**src/rtl/tri_assembler.sv**
```systemverilog
// ============================================================================
// Module   : tri_assembler
// Purpose  : Groups a stream of vertex writes into triangles. Each triangle
//            carries the 1/area value current when it is completed, and is
//            queued in a small first-word-fall-through FIFO that feeds the
//            rasterizer through a tri_valid/tri_ready handshake.
//            Triangles whose effective 1/area is zero are degenerate. They
//            are discarded and counted in a saturating drop counter.
// Options  : TRI_STRIP_EN  - when defined, strip_mode=1 builds a triangle
//                            strip: every vertex after the third forms a
//                            triangle with the previous two. Alternate
//                            triangles swap v0/v1 to keep the winding order.
//                            When undefined, strip_mode is ignored.
// Ports    : clk, rst_n              clock, asynchronous active-low reset
//            vtx_valid/vtx_ready     vertex write handshake
//            vtx_x/y/z/color         vertex payload (12.4 X/Y, depth, RGB888)
//            inv_area_wr/inv_area_in load of the 1/area shadow register
//            asm_clear               restart vertex grouping (FIFO is kept)
//            strip_mode              strip assembly select
//            tri_valid/tri_ready     triangle handshake to the rasterizer
//            v0_*/v1_*/v2_*/inv_area head FIFO entry
//            fifo_count, drop_count  occupancy and discarded-triangle count
// Revision : 1.0 - initial release
// ============================================================================
`default_nettype none

module tri_assembler #(
    parameter int FIFO_DEPTH = 4,
    parameter int CNT_W      = 3
) (
    input  logic             clk,
    input  logic             rst_n,
    input  logic             vtx_valid,
    output logic             vtx_ready,
    input  logic [15:0]      vtx_x,
    input  logic [15:0]      vtx_y,
    input  logic [15:0]      vtx_z,
    input  logic [23:0]      vtx_color,
    input  logic             inv_area_wr,
    input  logic [15:0]      inv_area_in,
    input  logic             asm_clear,
    input  logic             strip_mode,
    output logic             tri_valid,
    input  logic             tri_ready,
    output logic [15:0]      v0_x,
    output logic [15:0]      v0_y,
    output logic [15:0]      v0_z,
    output logic [23:0]      v0_color,
    output logic [15:0]      v1_x,
    output logic [15:0]      v1_y,
    output logic [15:0]      v1_z,
    output logic [23:0]      v1_color,
    output logic [15:0]      v2_x,
    output logic [15:0]      v2_y,
    output logic [15:0]      v2_z,
    output logic [23:0]      v2_color,
    output logic [15:0]      inv_area,
    output logic [CNT_W-1:0] fifo_count,
    output logic [15:0]      drop_count
);

    // A vertex is packed as {x, y, z, color}. An entry is {v0, v1, v2, inv_area}.
    localparam int c_VTX_W = 72;
    localparam int c_ENT_W = 3 * c_VTX_W + 16;
    localparam int c_PTR_W = (FIFO_DEPTH > 1) ? $clog2(FIFO_DEPTH) : 1;

`ifdef TRI_STRIP_EN
    typedef enum logic [1:0] {
        ST_V0    = 2'd0,
        ST_V1    = 2'd1,
        ST_V2    = 2'd2,
        ST_STRIP = 2'd3
    } state_t;
`else
    typedef enum logic [1:0] {
        ST_V0 = 2'd0,
        ST_V1 = 2'd1,
        ST_V2 = 2'd2
    } state_t;
`endif

    state_t               r_state;
    state_t               w_next_state;
    logic [c_VTX_W-1:0]   r_slot0;
    logic [c_VTX_W-1:0]   r_slot1;
    logic [15:0]          r_shadow;
    logic [15:0]          r_drop;
    logic [c_ENT_W-1:0]   r_mem [FIFO_DEPTH];
    logic [c_PTR_W-1:0]   r_wr_ptr;
    logic [c_PTR_W-1:0]   r_rd_ptr;
    logic [CNT_W-1:0]     r_count;

    logic [c_VTX_W-1:0]   w_vtx;
    logic [c_ENT_W-1:0]   w_entry;
    logic [c_ENT_W-1:0]   w_head;
    logic [15:0]          w_eff_ia;
    logic                 w_full;
    logic                 w_push_state;
    logic                 w_accept;
    logic                 w_form;
    logic                 w_push;
    logic                 w_drop;
    logic                 w_pop;
    logic                 w_ld0;
    logic                 w_ld1;

`ifdef TRI_STRIP_EN
    logic                 r_parity;
    logic                 w_next_parity;
    logic                 w_shift;
`else
    logic                 w_unused_strip_mode;
    assign w_unused_strip_mode = strip_mode;
`endif

    assign w_vtx    = {vtx_x, vtx_y, vtx_z, vtx_color};
    // A 1/area written in the completing cycle already applies to that triangle.
    assign w_eff_ia = inv_area_wr ? inv_area_in : r_shadow;
    // The full flag comes only from registered occupancy. A pop in the same
    // cycle does not reopen vtx_ready, so there is no ready-to-ready path.
    assign w_full   = (r_count == CNT_W'(FIFO_DEPTH));

`ifdef TRI_STRIP_EN
    assign w_push_state = (r_state == ST_V2) || ((r_state == ST_STRIP) && strip_mode);
`else
    assign w_push_state = (r_state == ST_V2);
`endif

    assign vtx_ready = !(w_push_state && w_full);
    // asm_clear wins over a vertex arriving in the same cycle.
    assign w_accept  = vtx_valid && vtx_ready && !asm_clear;
    assign w_form    = w_accept && w_push_state;
    assign w_push    = w_form && (w_eff_ia != 16'd0);
    assign w_drop    = w_form && (w_eff_ia == 16'd0);
    assign w_pop     = tri_valid && tri_ready;

`ifdef TRI_STRIP_EN
    // On odd strip triangles, swapping v0/v1 restores the winding order.
    assign w_entry = ((r_state == ST_STRIP) && r_parity)
                   ? {r_slot1, r_slot0, w_vtx, w_eff_ia}
                   : {r_slot0, r_slot1, w_vtx, w_eff_ia};
`else
    assign w_entry = {r_slot0, r_slot1, w_vtx, w_eff_ia};
`endif

    // ------------------------------------------------------------------
    // Assembly FSM: next state and staging-slot controls
    // ------------------------------------------------------------------
    always_comb begin
        w_next_state  = r_state;
        w_ld0         = 1'b0;
        w_ld1         = 1'b0;
`ifdef TRI_STRIP_EN
        w_shift       = 1'b0;
        w_next_parity = r_parity;
`endif
        if (asm_clear) begin
            w_next_state  = ST_V0;
`ifdef TRI_STRIP_EN
            w_next_parity = 1'b0;
`endif
        end else begin
            case (r_state)
                ST_V0: begin
                    if (w_accept) begin
                        w_ld0        = 1'b1;
                        w_next_state = ST_V1;
                    end
                end
                ST_V1: begin
                    if (w_accept) begin
                        w_ld1        = 1'b1;
                        w_next_state = ST_V2;
                    end
                end
                ST_V2: begin
                    if (w_accept) begin
`ifdef TRI_STRIP_EN
                        if (strip_mode) begin
                            // The first triangle counts as even; the next is odd.
                            w_shift       = 1'b1;
                            w_next_state  = ST_STRIP;
                            w_next_parity = 1'b1;
                        end else begin
                            w_next_state  = ST_V0;
                        end
`else
                        w_next_state = ST_V0;
`endif
                    end
                end
`ifdef TRI_STRIP_EN
                ST_STRIP: begin
                    if (!strip_mode) begin
                        // Leaving strip mode: this cycle behaves as V0.
                        w_next_parity = 1'b0;
                        w_next_state  = ST_V0;
                        if (w_accept) begin
                            w_ld0        = 1'b1;
                            w_next_state = ST_V1;
                        end
                    end else if (w_accept) begin
                        w_shift       = 1'b1;
                        w_next_parity = ~r_parity;
                    end
                end
`endif
                default: w_next_state = ST_V0;
            endcase
        end
    end

    always_ff @(posedge clk or negedge rst_n) begin
        if (!rst_n) begin
            r_state <= ST_V0;
            r_slot0 <= '0;
            r_slot1 <= '0;
`ifdef TRI_STRIP_EN
            r_parity <= 1'b0;
`endif
        end else begin
            r_state <= w_next_state;
            if (w_ld0) begin
                r_slot0 <= w_vtx;
            end
            if (w_ld1) begin
                r_slot1 <= w_vtx;
            end
`ifdef TRI_STRIP_EN
            r_parity <= w_next_parity;
            if (w_shift) begin
                r_slot0 <= r_slot1;
                r_slot1 <= w_vtx;
            end
`endif
        end
    end

    // ------------------------------------------------------------------
    // 1/area shadow and saturating degenerate-triangle counter
    // ------------------------------------------------------------------
    always_ff @(posedge clk or negedge rst_n) begin
        if (!rst_n) begin
            r_shadow <= 16'd0;
            r_drop   <= 16'd0;
        end else begin
            if (inv_area_wr) begin
                r_shadow <= inv_area_in;
            end
            if (w_drop && (r_drop != 16'hFFFF)) begin
                r_drop <= r_drop + 16'd1;
            end
        end
    end

    // ------------------------------------------------------------------
    // Triangle FIFO. The head is read straight from storage
    // (first-word-fall-through). Storage is reset so that the head
    // outputs read zero after reset.
    // ------------------------------------------------------------------
    always_ff @(posedge clk or negedge rst_n) begin
        if (!rst_n) begin
            for (int i = 0; i < FIFO_DEPTH; i++) begin
                r_mem[i] <= '0;
            end
            r_wr_ptr <= '0;
            r_rd_ptr <= '0;
            r_count  <= '0;
        end else begin
            if (w_push) begin
                r_mem[r_wr_ptr] <= w_entry;
                r_wr_ptr        <= r_wr_ptr + c_PTR_W'(1);
            end
            if (w_pop) begin
                r_rd_ptr <= r_rd_ptr + c_PTR_W'(1);
            end
            case ({w_push, w_pop})
                2'b10:   r_count <= r_count + CNT_W'(1);
                2'b01:   r_count <= r_count - CNT_W'(1);
                default: r_count <= r_count;
            endcase
        end
    end

    assign w_head     = r_mem[r_rd_ptr];
    assign tri_valid  = (r_count != '0);
    assign fifo_count = r_count;
    assign drop_count = r_drop;

    assign v0_x       = w_head[231:216];
    assign v0_y       = w_head[215:200];
    assign v0_z       = w_head[199:184];
    assign v0_color   = w_head[183:160];
    assign v1_x       = w_head[159:144];
    assign v1_y       = w_head[143:128];
    assign v1_z       = w_head[127:112];
    assign v1_color   = w_head[111:88];
    assign v2_x       = w_head[87:72];
    assign v2_y       = w_head[71:56];
    assign v2_z       = w_head[55:40];
    assign v2_color   = w_head[39:16];
    assign inv_area   = w_head[15:0];

endmodule

`default_nettype wire

```
**config.mk**
```make
export PLATFORM = sky130hd
export DESIGN_NAME = tri_assembler
export DESIGN_NICKNAME = d
export VERILOG_FILES = /design/src/rtl/tri_assembler.sv
export SDC_FILE = /design/constraint.sdc
export NUM_CORES = 1
export LEC_CHECK = 0
export ABC_AREA = 1
export CAP_MARGIN = 10
export CORE_AREA = 2 2 420 422
export DETAILED_ROUTE_END_ITERATION = 8
export DIE_AREA = 0 0 422 424
export SYNTH_ARGS = -nofsm -noshare
export SYNTH_HDL_FRONTEND = slang
export SYNTH_SLANG_ARGS = --single-unit
```
**constraint.sdc**
```tcl
create_clock -name clk -period 2.6 [get_ports clk]
set_clock_uncertainty 0.05 [all_clocks]
set_input_delay 0.26 -clock clk [delete_from_list [all_inputs] [get_ports clk]]
set_output_delay 0.26 -clock clk [all_outputs]
set_load 0.02 [all_outputs]
```
## Word-level counts from Yosys, hierarchy flattened

Index checks and enable logic that the tools add are counted.

| operators by class | value |
|---|---|
| $add $sub $neg | 5 |
| $mul | 0 |
| div/mod/pow operators | 0 |
| order comparisons | 3 |
| equality and inequality tests | 9 |
| shift-type cells | 0 |
| mux-type cells | 18 |
| bitwise gates (word level) | 2 |
| reductions and logical operators | 17 |

Operator list:

| operator | number |
|---|---|
| bitwise mux 928 bit | 1 |
| two-way mux 232 bit | 3 |
| binary-select mux 232 bit (select 2 bit) | 1 |
| demux 232 bit (select 2 bit) | 1 |
| adder 16 x 1 -> 16 bit (second input constant) | 1 |
| zero test 16 bit | 1 |
| two-way mux 16 bit | 1 |
| inequality test 16 bit (second input constant) | 1 |
| nonzero test 16 bit | 1 |
| logical AND 1 bit | 9 |
| two-way mux 2 bit | 4 |
| greater-or-equal comparator 3 bit (second input constant) | 2 |
| inequality test 3 bit (second input constant) | 2 |
| NOT 2 -> 3 bit | 2 |
| one-hot mux 2 bit (3 select lines) | 1 |
| one-hot mux 3 bit (2 select lines) | 1 |
| two-way mux 1 bit | 5 |
| adder 2 x 1 -> 2 bit (second input constant) | 2 |
| == test 2 x 1 -> 1 bit (second input constant) | 2 |
| == test 2 bit (second input constant) | 2 |
| adder 3 x 1 -> 3 bit (second input constant) | 1 |
| == test 3 bit (second input constant) | 1 |
| < comparator 3 x 1 -> 1 bit (second input constant) | 1 |
| inequality test 3 x 2 -> 1 bit (second input constant) | 1 |
| 6 further kinds | 7 |

| word-level totals | value |
|---|---|
| flip-flop bits (word level) | 1113 |
| latch bits | 0 |
| bits in writable memories | 0 |
| bits in read-only memories | 0 |
| input port bits | 95 |
| output and inout port bits | 253 |
| word-level logic and storage cells | 66 |
| memories | 0 |

## Longest topological paths before layout

Gate-level depths: netlist of the first run.

| logic depth | value |
|---|---|
| word-level depth | 9 |
| mapped depth | 18 |
| mapped depth without buffers | 15 |

## Least setup slack after synthesis of the first run

OpenSTA, ideal clock, no wires.

| timing | value |
|---|---|
| kind | register to register |
| start | register r_count[0], in the netlist fifo_count[0] |
| end | register r_count[2], in the netlist fifo_count[2] |
| setup time | 131 ps |
| arrival time | 2441 ps |
| data required time | 2419 ps |
| slack | -22 ps |
| cell stages (with the launch flop) | 14 |
| buffers on the path | 2 |
| period minus slack after synthesis | 2622 ps |
| cells stage by stage | dfrtp_1 -> nor2_1 -> nand3_1 -> nand4_1 -> inv_1 -> buf_2 -> buf_2 -> nand2_1 -> ha_1 -> inv_1 -> fa_1 -> a21oi_1 -> o21ai_0 -> xor2_1 |

| on the way | value |
|---|---|
| cells in the longest elaborated chain, start to end | 9 |
| elaborated cells between the ends (all ways) | 15 |
| classes of those cells | 2 x add/sub; 3 x eq/ne; 1 x mux; 9 x reduce/logical |

RTL lines:

| item | RTL line | text |
|---|---|---|
| start: declaration | 91 | `logic [CNT_W-1:0] r_count;` |
| start signal: assignment | 278 | `2'b10: r_count <= r_count + CNT_W'(1);` |
| start signal: assignment | 279 | `2'b01: r_count <= r_count - CNT_W'(1);` |
| start signal: assignment | 280 | `default: r_count <= r_count;` |
| == test 3 bit (*) | 121 | `assign w_full = (r_count == CNT_W'(FIFO_DEPTH));` |
| logical AND 1 bit (*) | 129 | `assign vtx_ready = !(w_push_state && w_full);` |
| zero test 1 bit (*) | 129 |  |
| named net vtx_ready | 34 | `output logic vtx_ready,` |
| logical AND 1 bit (*) (2 in a row) | 131 | `assign w_accept = vtx_valid && vtx_ready && !asm_clear;` |
| logical AND 1 bit (*) | 132 | `assign w_form = w_accept && w_push_state;` |
| logical AND 1 bit (*) | 133 | `assign w_push = w_form && (w_eff_ia != 16'd0);` |
| == test 2 x 1 -> 1 bit or == test 2 bit (tied branches) | 277 | `case ({w_push, w_pop})` |
| one-hot mux 3 bit (2 select lines) or nonzero test 2 bit (tied branches) | -- |  |

The timed path passes the listed nets; every way through them passes the cells marked *.
A chain may end at the register's enable or synchronous reset.

## Worst setup path after layout of the first run

| timing | value |
|---|---|
| start | register r_rd_ptr[0] |
| end | output port v0_z[5] |

| on the way | value |
|---|---|
| cells in the longest elaborated chain, start to end | 4 |

RTL lines:

| item | RTL line | text |
|---|---|---|
| start: declaration | 90 | `logic [c_PTR_W-1:0] r_rd_ptr;` |
| start signal: assignment | 275 | `r_rd_ptr <= r_rd_ptr + c_PTR_W'(1);` |
| NOT 2 -> 3 bit (not written as such) | 285 | `assign w_head = r_mem[r_rd_ptr];` |
| binary-select mux 232 bit (select 2 bit) | 285 |  |
| two-way mux 232 bit (not written as such) (2 in a row) | 285 |  |
| end: declaration | 47 | `output logic [15:0] v0_z,` |

No other way between the ends. The select of a mux whose other input is x is not followed.

==> out/results.txt, run 1 <==
Top FF cell, synth: dfrtp_1
Setup-failing EPs final: 224
Total track usage: 0.226
CP arrival: 2650 ps
Post-synth top area share: 0.535
Num Clock Sinks: 1113
# fillers: 16600
Area contributors post-synth: dfrtp_1 54%, nand2_1 15%, nand4_1 11%
Die Wd: 422 µm
TritonCTS clock tree: yes
Root buf cell: clkbuf_16
Status: finished, violations left
Wirelength, routed: 224 mm
Setup slack after layout: -355 ps
Final Core Density: 0.432
Critical path's top delay family: buffers and inverters
Final Hold Fails: 0
Leakage: 36.6 nW
Die area: 179000 µm²
RePlAce Congestion: 0.828
Critical-path maximum fanout: 5
Critical Path Source Type: register
Syn. warnings: 0
Largest area contributor in the netlist: dfrtp_1
Final net count: 6985
Fmax: 0.338 GHz
Max VDD drop: 1.06 mV
Wire per inst: 24.0 µm
Placed Cells: 8800
Min Hold Slack: 160 ps
Area delta synth->final: 45.3%
DRT iter0 DRCs: 6509
Post-Syn Area: 52000 µm²
Crit. path cell count: 11
H-Tree Level Count: 3
Cell Rows: 154
MaxCap Viol Count: 0
CTS clk-pin slew, worst paths: 60 ps
Failing checks: negative setup slack
Worst-skew pair later-pin latency: 780 ps
Clock buffer depth: 3
Crit path kind: reg -> out
TritonRoute pass-1 iters: 8
Vias per cell: 5.52
Capturing element type of the critical path: output port
HP Class: in -> reg
Post-Syn Nets: 6433
Min cycle time layout: 2960 ps
DPL Wire Length: 119 mm
Congestion Overflow GR: 0
Count leader, synth: nand2_1
Vias in the first global route: 47500
Die H: 424 µm
I/O pin count: 348
Syn_area_per_cell: 8.22 µm²
Share of cells above drive strength 1: 0.267
Number of port buffers: 346
Post-synthesis sequential area ratio: 0.535
Buf/Inv on CP: 9
Synth async-reset ratio: 1.00
Synth unique cells: 29
Design Power: 92.0 mW
Most used cell, CP: buf_12
Commonest cells post-synth: 2140 x nand2_1, 1113 x dfrtp_1, 946 x nand4_1
Worst hold path depth: 3
Final Instance Count excl. Fillers: 9326
Initial Util: 0.297
Critical path cell sequence: buf_12, buf_12, inv_16, buf_8, buf_12, buf_12, buf_16, o21ai_2, o22ai_1, buf_4, buf_12
Slew Viols, Final: 0
Num CTS Buffers: 121
Period utilisation layout: 1.14
Core ar.: 175000 µm²
Cell area after layout: 75600 µm²
First-pass GRT wire length: 312 mm
Via count: 51400
Number of flops mapped to enable cells by yosys: 0
Slowest-stage cell, CP: dfrtp_4
R2R cell count: 11
Normalized max-slew margin: 0.348
Final antenna-violating net count: 0
DP Area: 60700 µm²
RSZ-0062 raised after global routing: true
Max incr delay on CP: 510 ps
Mapped Cells: 6331
Pwr per Cell Area: 1220 nW/µm²
Initial antenna violation count: 5
Post-route DRC: 0
Seq cells post-synth: 1113
Largest net degree at the start of global routing: 239
Worst slew pin tran: 976 ps
WP data required: 2290 ps
==> report_power, final <==
group	switching (mW)	total, mW	internal, mW
registers	2.21	21.8	19.6
logic	28.1	52.4	24.3
clock network	7.65	17.7	10.1
==> registers in the layout (all words and copies together) (netlist names) <==
signal      cells
fifo_count      3
drop_count     16
r_rd_ptr        2
r_shadow       16
r_wr_ptr        2
r_slot0        72
r_state         2
r_slot1        72
r_mem         928
==> metrics by stage <==
step / TNS [ps] / setup WS [ps]
floorplan: 0 / 23.3
CTS: -76020 / -535
global placement: -393760 / -664
finish: -39750 / -355
detailed placement: -438770 / -707
global route: -61030 / -398
==> cells in the final DEF, fill, tap and decap left out, drive strengths merged <==
| cell | count |
|---|---|
| a21boi | 1 |
| a21oi | 1 |
| buf | 870 |
| bufbuf | 1 |
| bufinv | 6 |
| clkbuf | 222 |
| clkdlybuf4s50 | 112 |
| clkinv | 36 |
| clkinvlp | 3 |
| dfrtp | 1113 |
| diode | 2 |
| dlygate4sd2 | 1 |
| dlygate4sd3 | 3 |
| fa | 1 |
| ha | 6 |
| inv | 137 |
| nand2 | 2146 |
| nand3 | 21 |
| nand4 | 946 |
| nor2 | 491 |
| nor3 | 1 |
| o211ai | 1 |
| o21ai | 623 |
| o22ai | 232 |
| xnor2 | 5 |
| xor2 | 5 |
==> worst register-to-register path, stage by stage (launching register included) <==
cell     delay (ps)
dfrtp_1         350
nor2_1           50
buf_4           170
nand3_2          90
nand4_1         180
buf_12          210
inv_8            60
buf_4           280
buf_12          340
buf_16          370
nand4_1         260
nand2_1         120
==> path summary, 6_finish.rpt <==
path                                    start     endpoint  slack (ps)
worst min-delay path                 vtx_z[8]   r_mem[744]         160
max in group asynchronous               rst_n  r_slot0[60]         260
min in group asynchronous               rst_n   r_mem[159]         550
worst max-delay path              r_rd_ptr[0]      v0_z[5]        -360
worst max register to register  fifo_count[0]   r_mem[290]          30
worst min register to register     r_mem[476]   r_mem[476]         420
==> routing by layer <==
layer  GRT usage  vias up  share of wire
met5           0        -       0.000058
met4       0.128        2          0.065
met3      0.0307      504          0.068
met2       0.376     2328           0.49
met1       0.282    25800           0.38
li1            -    22800              -
==> cell type report <==
class | instances | area, µm² | area share
sequential | 1113 | 27900 | 0.369
antenna | 2 | 5.00 | 0.0000662
timing repair buffer | 1033 | 14800 | 0.195
timing repair inverter | 2 | 36.3 | 0.000480
clock buffer | 176 | 3540 | 0.0469
clock inverter | 48 | 510 | 0.00675
multi-input combinational | 4480 | 25400 | 0.336
inverter | 132 | 532 | 0.00703
tap | 2340 | 2930 | 0.0387
==> cell families after synthesis <==
group | share of synthesized area
and+or+nand+nor | 0.307
DFF | 0.535
AOI/OAI and AO/OA | 0.0885
buffers and inverters | 0.0661
xor gates and xnor gates | 0.00168
adders and majority gates | 0.00183
==> repair_timing <==
action | 4_1_cts | 5_1_grt
setup buffers | 112 | 137
endpoints found under the hold margin | 668 | 0
resized for setup | 1206 | 1487
hold buffers | 3 | 0
pin swaps | 123 | 270
gates cloned | 60 | 57
endpoints found under the setup margin | 303 | 881
No activity file was read; power rests on OpenSTA's default activity.
==> run 2, diff against run 1 <==
==> config.mk (replaced) <==
export PLATFORM = sky130hd
export DESIGN_NAME = tri_assembler
export DESIGN_NICKNAME = d
export VERILOG_FILES = /design/src/rtl/tri_assembler.sv
export SDC_FILE = /design/constraint.sdc
export NUM_CORES = 1
export LEC_CHECK = 0
export ABC_AREA = 0
export CAP_MARGIN = 10
export CORE_AREA = 2 2 399 401
export DETAILED_ROUTE_END_ITERATION = 8
export DIE_AREA = 0 0 401 403
export DONT_BUFFER_PORTS = 1
export REMOVE_ABC_BUFFERS = 1
export SYNTH_ARGS = -nofsm -noshare
export SYNTH_HDL_FRONTEND = slang
export SYNTH_SLANG_ARGS = --single-unit
==> out/results.txt, run 2 <==
Setup-failing EPs final: 870
Final antenna-violating net count: 0
Crit. path cell count: 9
Vias in the first global route: 27000
Capturing element type of the critical path: register
Failing checks: negative hold slack, negative setup slack
Buf/Inv on CP: 4
TritonCTS clock tree: yes
Mapped Cells: 2713
Area contributors post-synth: dfrtp_1 59%, mux2_2 21%, mux4_2 11%
Post-synth top area share: 0.594
Commonest cells post-synth: 1113 x dfrtp_1, 890 x mux2_2, 232 x mux4_2
Wire per inst: 23.4 µm
Final net count: 3105
Die area: 162000 µm²
Cell Rows: 146
Crit path kind: reg -> reg
CP Launch Point: r_shadow[3]
RePlAce Congestion: 0.713
Design Power: 54.1 mW
Critical-path maximum fanout: 69
Syn. warnings: 0
Syn_area_per_cell: 17.3 µm²
# hold bufs at CTS: 109
Setup slack after layout: -148 ps
Total track usage: 0.146
Status: finished, violations left
First-pass GRT wire length: 179 mm
Final Instance Count excl. Fillers: 5174
Most frequent cells in the layout: 1111 x dfrtp_1, 886 x mux2_2, 232 x mux4_2
Crit path to: r_mem[676]
Final Core Density: 0.369
Placed Cells: 4736
Fmax: 0.364 GHz
Top FF cell, synth: dfrtp_1
Initial antenna violation count: 11
Congestion Overflow GR: 0
Biggest register: r_mem
DP Area: 50300 µm²
Normalized max-slew margin: 0.350
R2R Path Start: r_shadow[3]
Slowest-stage cell, CP: or4_4
Root buf cell: clkbuf_16
Share of cells above drive strength 1: 0.519
Vias per cell: 4.84
Max incr delay on CP: 570 ps
Critical path cell sequence: mux2_4, or4_4, a211oi_4, buf_4, buf_6, buf_12, nor2_4, buf_12, mux2_4
DPL Wire Length: 66.6 mm
Largest net degree at the start of global routing: 1114
DRT iter0 DRCs: 1347
Worst-skew pair later-pin latency: 790 ps
Via count: 25100
MaxCap Viol Count: 0
Post-Syn Area: 46900 µm²
Core ar.: 157000 µm²
Slew Viols, Final: 0
Synth unique cells: 37
Worst slew pin tran: 974 ps
Die Wd: 401 µm
Min Hold Slack: -857 ps
Critical Path Source Type: register
Wirelength, routed: 121 mm
Most common cell after layout, fill and taps aside: dfrtp_1
RR Endpoint: r_mem[676]
Leakage: 26.8 nW
I/O pin count: 348
Biggest regs: r_mem (928), r_slot0 (72), r_slot1 (72)
Max VDD drop: 0.693 mV
Min cycle time layout: 2750 ps
Reg2reg setup slack: -150 ps
Number of flops mapped to enable cells by yosys: 0
H-Tree Level Count: 4
Clock buffer depth: 3
Count leader, synth: dfrtp_1
Cell area after layout: 58200 µm²
Die H: 403 µm
CTS clk-pin slew, worst paths: 60 ps
Final Hold Fails: 275
Pwr per Cell Area: 929 nW/µm²
Area delta synth->final: 24.1%
CP arrival: 3350 ps
Critical path's top delay family: multiplexers
Initial Util: 0.298
Worst slack, placed: -325 ps
Number of port buffers: 0
R2R cell count: 9
Num Clock Sinks: 1113
TritonRoute pass-1 iters: 5
Post-synthesis sequential area ratio: 0.594
Synth async-reset ratio: 1.00
RSZ-0062 raised after global routing: true
Largest area contributor in the netlist: dfrtp_1
WP data required: 3200 ps
Period utilisation layout: 1.06
Num CTS Buffers: 131
Post-route DRC: 0
Seq cells post-synth: 1113
TNS Setup: -62870 ps
Largest register FFs: 928
HP Class: in -> async
run 2: cell count changes after synthesis, moves of 62 or more:
cell / previous run / this run
buf_6: 62 / 0
clkbuf_1: 327 / 62
inv_1: 129 / 5
mux2_1: 0 / 202
mux2_2: 0 / 890
mux4_2: 0 / 232
nand2_1: 2140 / 9
nand4_1: 946 / 7
nor2_1: 489 / 5
o21ai_0: 614 / 0
o22ai_1: 232 / 0
run 2: cell families (layout without fill, tap and decap cells):
group           Yosys count  in the layout  share of synthesized area
mux                    1325           1325                      0.374
compound gates            5              5                   0.000881
buf+inv                 176            561                     0.0163
other cells               0              4                          0
fa+ha+maj                 7              7                    0.00203
xor+xnor                 20             20                    0.00374
flops                  1113           1113                      0.594
simple gates             67             67                    0.00878
run 2: repair_timing:
action,CTS,global route
endpoints found under the setup margin,1077,1262
pin swaps,2,0
buffers inserted,31,14
cloned,29,22
endpoints found under the hold margin,1634,238
resized for setup,50,111
run 2: final cells by class:
| cell class | instances | area [µm²] |
|---|---|---|
| diodes | 4 | 10.0 |
| clock buffers | 195 | 3770 |
| clock inverters | 33 | 412 |
| fillers | 14700 | 99300 |
| inverters | 5 | 18.8 |
| multi-input cells | 1424 | 18600 |
| flip-flops and latches | 1113 | 27900 |
| well taps | 2072 | 2590 |
| repair buffers | 328 | 4950 |
run 2: worst min-delay path by stage:
stage          startpoint            end  slack (ps)  depth (start not counted)
3_5_place_dp        rst_n     r_mem[461]         -40                          0
4_1_cts             rst_n     r_mem[389]        -920                          0
6_report            rst_n     r_mem[621]        -860                          0
5_1_grt             rst_n     r_mem[693]        -930                          0
2_1_floorplan       rst_n  drop_count[0]         -90                          0
3_3_place_gp        rst_n     r_mem[461]         -40                          0
run 2: power by group:
| part | total, mW | switching, mW | internal [mW] |
|---|---|---|---|
| logic | 13.8 | 6.57 | 7.20 |
| registers | 22.4 | 2.06 | 20.4 |
| clock network | 17.9 | 7.53 | 10.3 |
| total | 54.1 | 16.2 | 37.9 |
run 2: per-layer routing:
layer / vias up / share of wire / GRT usage
li1: 10800 / - / -
met1: 13700 / 0.46 / 0.197
met2: 457 / 0.46 / 0.227
met3: 158 / 0.059 / 0.0458
met4: 8 / 0.021 / 0.0401
met5: - / 0.00045 / 0
